## src/rtl/jtag_param_dr.sv

```systemverilog
// -----------------------------------------------------------------------------
// jtag_param_dr
//
// Configurable-width JTAG test data register. It sits beside the TAP controller
// and the instruction register. Its serial output feeds the TDO mux.
//
// Two instructions select this register:
//   IR_READ : Capture-DR loads capture_data. Use this for identification or
//             status.
//   IR_RW   : Capture-DR reads back dr_out. A valid Update-DR copies the
//             shifted word into dr_out. An update is valid only when exactly
//             WIDTH Shift-DR edges happened since the Capture-DR.
//
// Ports
//   TCK          : test clock; all state changes on posedge
//   TRST         : synchronous, active-high reset
//   TDI          : serial data in
//   tap_state    : current TAP controller state
//   IR           : current instruction
//   capture_data : parallel value captured under IR_READ
//   dr_tdo       : serial out, always equal to shift[0] (combinational)
//   dr_out       : shadow register, written only by a valid IR_RW update
//   update_pulse : high for the one TCK cycle that follows a valid update
//   len_error    : sticky flag, set by an IR_RW Update-DR with a wrong shift
//                  count
//   selected     : high when IR is IR_READ or IR_RW; used by the TDO mux
// -----------------------------------------------------------------------------
module jtag_param_dr #(
  parameter int                     WIDTH         = 32,
  parameter int                     IR_WIDTH      = 4,
  parameter logic [IR_WIDTH-1:0]    IR_READ       = 'h1,
  parameter logic [IR_WIDTH-1:0]    IR_RW         = 'h2,
  parameter logic [WIDTH-1:0]       RESET_VAL     = WIDTH'(32'hDEADBEEF),
  parameter logic [3:0]             ST_CAPTURE_DR = 4'd3,
  parameter logic [3:0]             ST_SHIFT_DR   = 4'd4,
  parameter logic [3:0]             ST_UPDATE_DR  = 4'd8
) (
  input  logic                TCK,
  input  logic                TRST,
  input  logic                TDI,
  input  logic [3:0]          tap_state,
  input  logic [IR_WIDTH-1:0] IR,
  input  logic [WIDTH-1:0]    capture_data,
  output logic                dr_tdo,
  output logic [WIDTH-1:0]    dr_out,
  output logic                update_pulse,
  output logic                len_error,
  output logic                selected
);

  // The counter must represent 0..WIDTH+1. It saturates at WIDTH+1 instead of
  // wrapping, so any over-length shift stays distinguishable from WIDTH.
  localparam int             CNT_W   = $clog2(WIDTH + 2);
  localparam logic [CNT_W-1:0] CNT_LEN = CNT_W'(WIDTH);
  localparam logic [CNT_W-1:0] CNT_MAX = CNT_W'(WIDTH + 1);

  logic [WIDTH-1:0] shift;
  logic [CNT_W-1:0] cnt;

  logic sel_read;
  logic sel_rw;
  logic in_capture;
  logic in_shift;
  logic in_update;
  logic valid_update;

  // NOTE: every always_comb output gets a default first, so no path can leave
  // a signal unassigned and infer a latch.
  always_comb begin
    sel_read     = 1'b0;
    sel_rw       = 1'b0;
    in_capture   = 1'b0;
    in_shift     = 1'b0;
    in_update    = 1'b0;
    valid_update = 1'b0;

    sel_read     = (IR == IR_READ);
    sel_rw       = (IR == IR_RW);
    in_capture   = (tap_state == ST_CAPTURE_DR);
    in_shift     = (tap_state == ST_SHIFT_DR);
    in_update    = (tap_state == ST_UPDATE_DR);
    valid_update = sel_rw && in_update && (cnt == CNT_LEN);
  end

  assign selected = sel_read | sel_rw;
  assign dr_tdo   = shift[0];

  // NOTE: sequential state uses non-blocking assignments only. Every flop then
  // samples values from before the edge, whatever order the statements are in.
  always_ff @(posedge TCK) begin
    if (TRST) begin
      // TRST is sampled on the clock edge. A reset in the middle of a shift
      // discards the partial word, and dr_out is not updated.
      shift        <= RESET_VAL;
      dr_out       <= RESET_VAL;
      cnt          <= '0;
      update_pulse <= 1'b0;
      len_error    <= 1'b0;
    end else begin
      // The pulse is derived directly from this edge's update condition. It is
      // cleared on every other edge, including edges where IR is not selected.
      update_pulse <= valid_update;

      if (selected) begin
        if (in_capture) begin
          shift <= sel_read ? capture_data : dr_out;
          cnt   <= '0;
          // A new IR_RW transfer starts with a clean error flag.
          if (sel_rw) begin
            len_error <= 1'b0;
          end
        end else if (in_shift) begin
          shift <= {TDI, shift[WIDTH-1:1]};
          if (cnt != CNT_MAX) begin
            cnt <= cnt + 1'b1;
          end
        end else if (in_update && sel_rw) begin
          if (cnt == CNT_LEN) begin
            dr_out <= shift;
          end else begin
            len_error <= 1'b1;
          end
        end
        // Pause-DR, Exit-DR and other states: shift, cnt and dr_out hold.
      end
    end
  end

endmodule

```

## config.mk

```make
export PLATFORM = sky130hd
export DESIGN_NAME = jtag_param_dr
export DESIGN_NICKNAME = d
export VERILOG_FILES = /design/src/rtl/jtag_param_dr.sv
export SDC_FILE = /design/constraint.sdc
export NUM_CORES = 1
export LEC_CHECK = 0
export BUFFER_PORTS_ARGS = -buffer_cell sky130_fd_sc_hd__buf_4
export CAP_MARGIN = 20
export CORE_MARGIN = 2
export CORE_UTILIZATION = 25
export DETAILED_ROUTE_END_ITERATION = 6
export GPL_TIMING_DRIVEN = 0
export PLACE_DENSITY = 0.43
export SLEW_MARGIN = 30
export SYNTH_ARGS = -nofsm -noshare
export SYNTH_HDL_FRONTEND = slang
export SYNTH_SLANG_ARGS = --single-unit
```

## constraint.sdc

```tcl
create_clock -name TCK -period 4.1 [get_ports TCK]
set_input_delay 0.205 -clock TCK [delete_from_list [all_inputs] [get_ports TCK]]
set_output_delay 0.205 -clock TCK [all_outputs]
set_load 0.03 [all_outputs]
```

==> key figures <==
Pwr
  • Peak supply drop: 0.196 mV
  • Logic pwr share: 6.8%
  • Net switching power: 365 µW
  • Part of the total power dissipated in sequential elements: 45.9%
  • Relative contribution of the clock network to total power: 47.3%
  • Switching share of power: 23.7%
  • Pleak: 1.97 nW
  • Post-layout total power: 1.54 mW
  • Internal power consumption: 1.18 mW
  • Power density relative to cell area: 343 nW/µm²

Placement
  • Number of input and output port buffers inserted: 77
  • Global placer's final weighted congestion: 0.791
  • Number of placed cells counting well taps: 689
  • Post-DP HPWL: 8680 µm
  • Setup slack at placement: 2.02 ns

Status
  • Status: finished, final reports clean

Clocking
  • Total clock sinks: 72
  • Clock tree from TritonCTS: done
  • Number of CTS-inserted buffers: 9
  • Root buffer cell: clkbuf_16
  • Maximum clock path buffer count: 2
  • Latest clock arrival within the worst-skew pair: 0.34 ns
  • Gates resized, CTS repair: 0
  • Number of hold buffers added after CTS: 0
  • Post-CTS clock slew at the launch and capture registers of the worst setup and hold paths: 0.05 ns
  • H-tree depth: 3
  • Number of buffers inserted to repair setup after CTS: 0

Logic synthesis
  • Avg Cell Area, Syn: 7.88 µm²
  • Number of unique standard cell types used by synthesis: 39
  • Cell types with the highest counts after synthesis: nand2_1 (126), dfxtp_1 (72), a21oi_1 (38)
  • Share of flip-flops with an asynchronous set or reset: 0%
  • Largest area contributor in the netlist: dfxtp_1
  • Flops & latches, synth: 72
  • Post-Synthesis Net Count: 482
  • Dominant cell by count in the synthesized netlist: nand2_1
  • Sequential share of the synthesized area: 42.0%
  • Fraction of post-synthesis cell area in the top cell type by area: 42.0%
  • Area of the mapped netlist: 3430 µm²
  • Synthesis warning total: 0
  • Mapped Cells: 436
  • Leading post-synthesis cells by cell area: dfxtp_1 (42%), nand2_1 (14%), a21oi_1 (5.5%)
  • Count of flip-flops with a built-in enable after synthesis: 0
  • Top flip-flop cell by instance count after synthesis: dfxtp_1

Floorplan
  • Number of I/O pins: 79
  • Number of rows created at floorplan: 42
  • Total die area: 14700 µm²
  • Placeable core region: 13300 µm²
  • Starting Density: 25.7%
  • Vert. Die Dim: 121 µm
  • Die W: 121 µm

Global routing
  • Via count of the first global-routing pass: 3243
  • Largest net degree at the start of global routing: 12
  • Number of antenna violations at the first check in global routing: 0
  • Overflow left after global routing: 0
  • Wire length of the first global-routing pass: 18400 µm
  • Overall fraction of global-route tracks in use: 17.0%

Final layout
  • # diodes: 0
  • Area Growth Syn to Fin: 31.0%
  • Layout cells sized above 1: 21.4%
  • Number of nets in the layout: 570
  • Fillers: 1434
  • Final instance count without filler cells: 705

Setup path
  • CP required: 4.30 ns
  • CP Class: flip-flop to flip-flop
  • Worst EP arrival: 2.27 ns
  • Nature of the critical path endpoint: flip-flop
  • Cell depth of the worst flop-to-flop path: 5
  • Maximum fanout encountered on the critical timing path: 10
  • Critical path startpoint category: flip-flop

Timing
  • Final clock period utilization by the worst path: 50.4%
  • Clock period minus final worst setup slack: 2.07 ns
  • Skew final: 0.00680 ns
  • Tightest slew margin relative to the limit: 57.6%
  • Final setup vio count: 0
  • Endpoints failing hold: 0
  • Fin Setup TNS: 0 ns
  • Measured slew at the worst slew-check pin: 0.636 ns
  • Upper clock frequency limit: 484 MHz
  • Worst hold slack: 0.192 ns
  • Worst setup slack after layout: 2.03 ns
  • RSZ-0062 raised after global routing: no
  • Number of pins exceeding their max-slew limit in the final report: 0

Hold path
  • Hold Crit Depth: 3
  • Type of the tightest min-delay check: input pin to flip-flop

Drt
  • Routed length per instance: 17.2 µm
  • Count of antenna-violating nets left after detailed routing: 0
  • Post-detailed-route DRC marker count: 0
  • Number of detailed-routing iterations run before antenna repair: 4
  • Drt first-iter violations: 154
  • Detailed-route vias per instance: 4.82
  • Via count: 3397
  • Total Routed Length: 12100 µm

Run
  • Reported max-cap violation count: 0
[worst paths after layout]
| kind | to | from | slack (ns) |
|---|---|---|---|
| max | dr_out[14] | cnt[2] | 2.03 |
| min | shift[31] | TDI | 0.19 |
| max reg2reg | dr_out[14] | cnt[2] | 2.03 |
| min reg2reg | dr_out[17] | dr_out[17] | 0.47 |
[layout make-up]
cell class	count	area (µm²)	area share, %
Multi-Input combinational cell	324	1810	40.2
Inverter	5	18.8	0.417
Sequential cell	72	1440	32.0
Buffer	35	165	3.67
Timing Repair Buffer	77	578	12.8
Clock buffer	13	250	5.56
Clock inverter	3	17.5	0.389
Tap cell	176	220	4.89
[cells by family after synthesis]
| family | Yosys count | synth area share, % |
|---|---|---|
| fa+ha+maj | 3 | 1.09 |
| mux | 7 | 2.04 |
| compound gates | 89 | 17.4 |
| xor+xnor | 1 | 0.255 |
| buf+inv | 40 | 5.36 |
| flops | 72 | 42.0 |
| simple gates | 224 | 31.9 |
[worst max-delay path: stages, from the launching register on]
cell      delay, ns
dfxtp_1        0.37
nor4b_2        0.49
nand4_1        0.43
clkbuf_1       0.41
nand2_1        0.15
a21oi_1        0.07
[through the flow]
| step | util [%] | cell area (µm²) |
|---|---|---|
| global placement | 31.7 | 4230 |
| detailed placement | 31.7 | 4230 |
| global route | 33.7 | 4500 |
| floorplan | - | 3430 |
| CTS | 33.7 | 4500 |
| finish | 33.7 | 4500 |
[cell usage in the layout (no fill, tap or decap), drive strengths merged, types with 2 or more instances in the layout]
master / netlist / final
nand2: 126 / 126
buf: 19 / 96
dfxtp: 72 / 72
a21oi: 38 / 38
nor2: 35 / 35
clkbuf: 16 / 29
nand3b: 24 / 24
o31ai: 21 / 21
and3: 18 / 18
a211o: 13 / 13
mux2i: 7 / 7
a311oi: 6 / 6
inv: 5 / 5
nor4b: 5 / 5
o21ai: 3 / 3
or4: 3 / 3
ha: 3 / 3
or4b: 2 / 2
nand3: 2 / 2
o41ai: 2 / 2
nand4: 2 / 2
clkinv: 0 / 2
nor3b: 2 / 2
a211oi: 2 / 2
[flip-flops by register name (all words and copies together), names as in the netlist]
register,cells
dr_out,32
shift,32
cnt,6
len_error,1
update_pulse,1
[metal layers]
metal	track usage [%]	wire length, µm
met5	0	0
met4	5.60	150
met3	3.48	588
met2	26.5	5540
met1	23.6	5860
[power groups by stage]
stage                     clock (mW)  sequential (mW)  combinational [mW]
after floorplan                    0            0.723              0.0469
after global placement             0            0.724               0.105
after detailed placement           0            0.724               0.106
after CTS                      0.745            0.708               0.107
after global routing           0.778            0.709               0.114
final                          0.729            0.709               0.105
(Power assumes the default switching activity.)
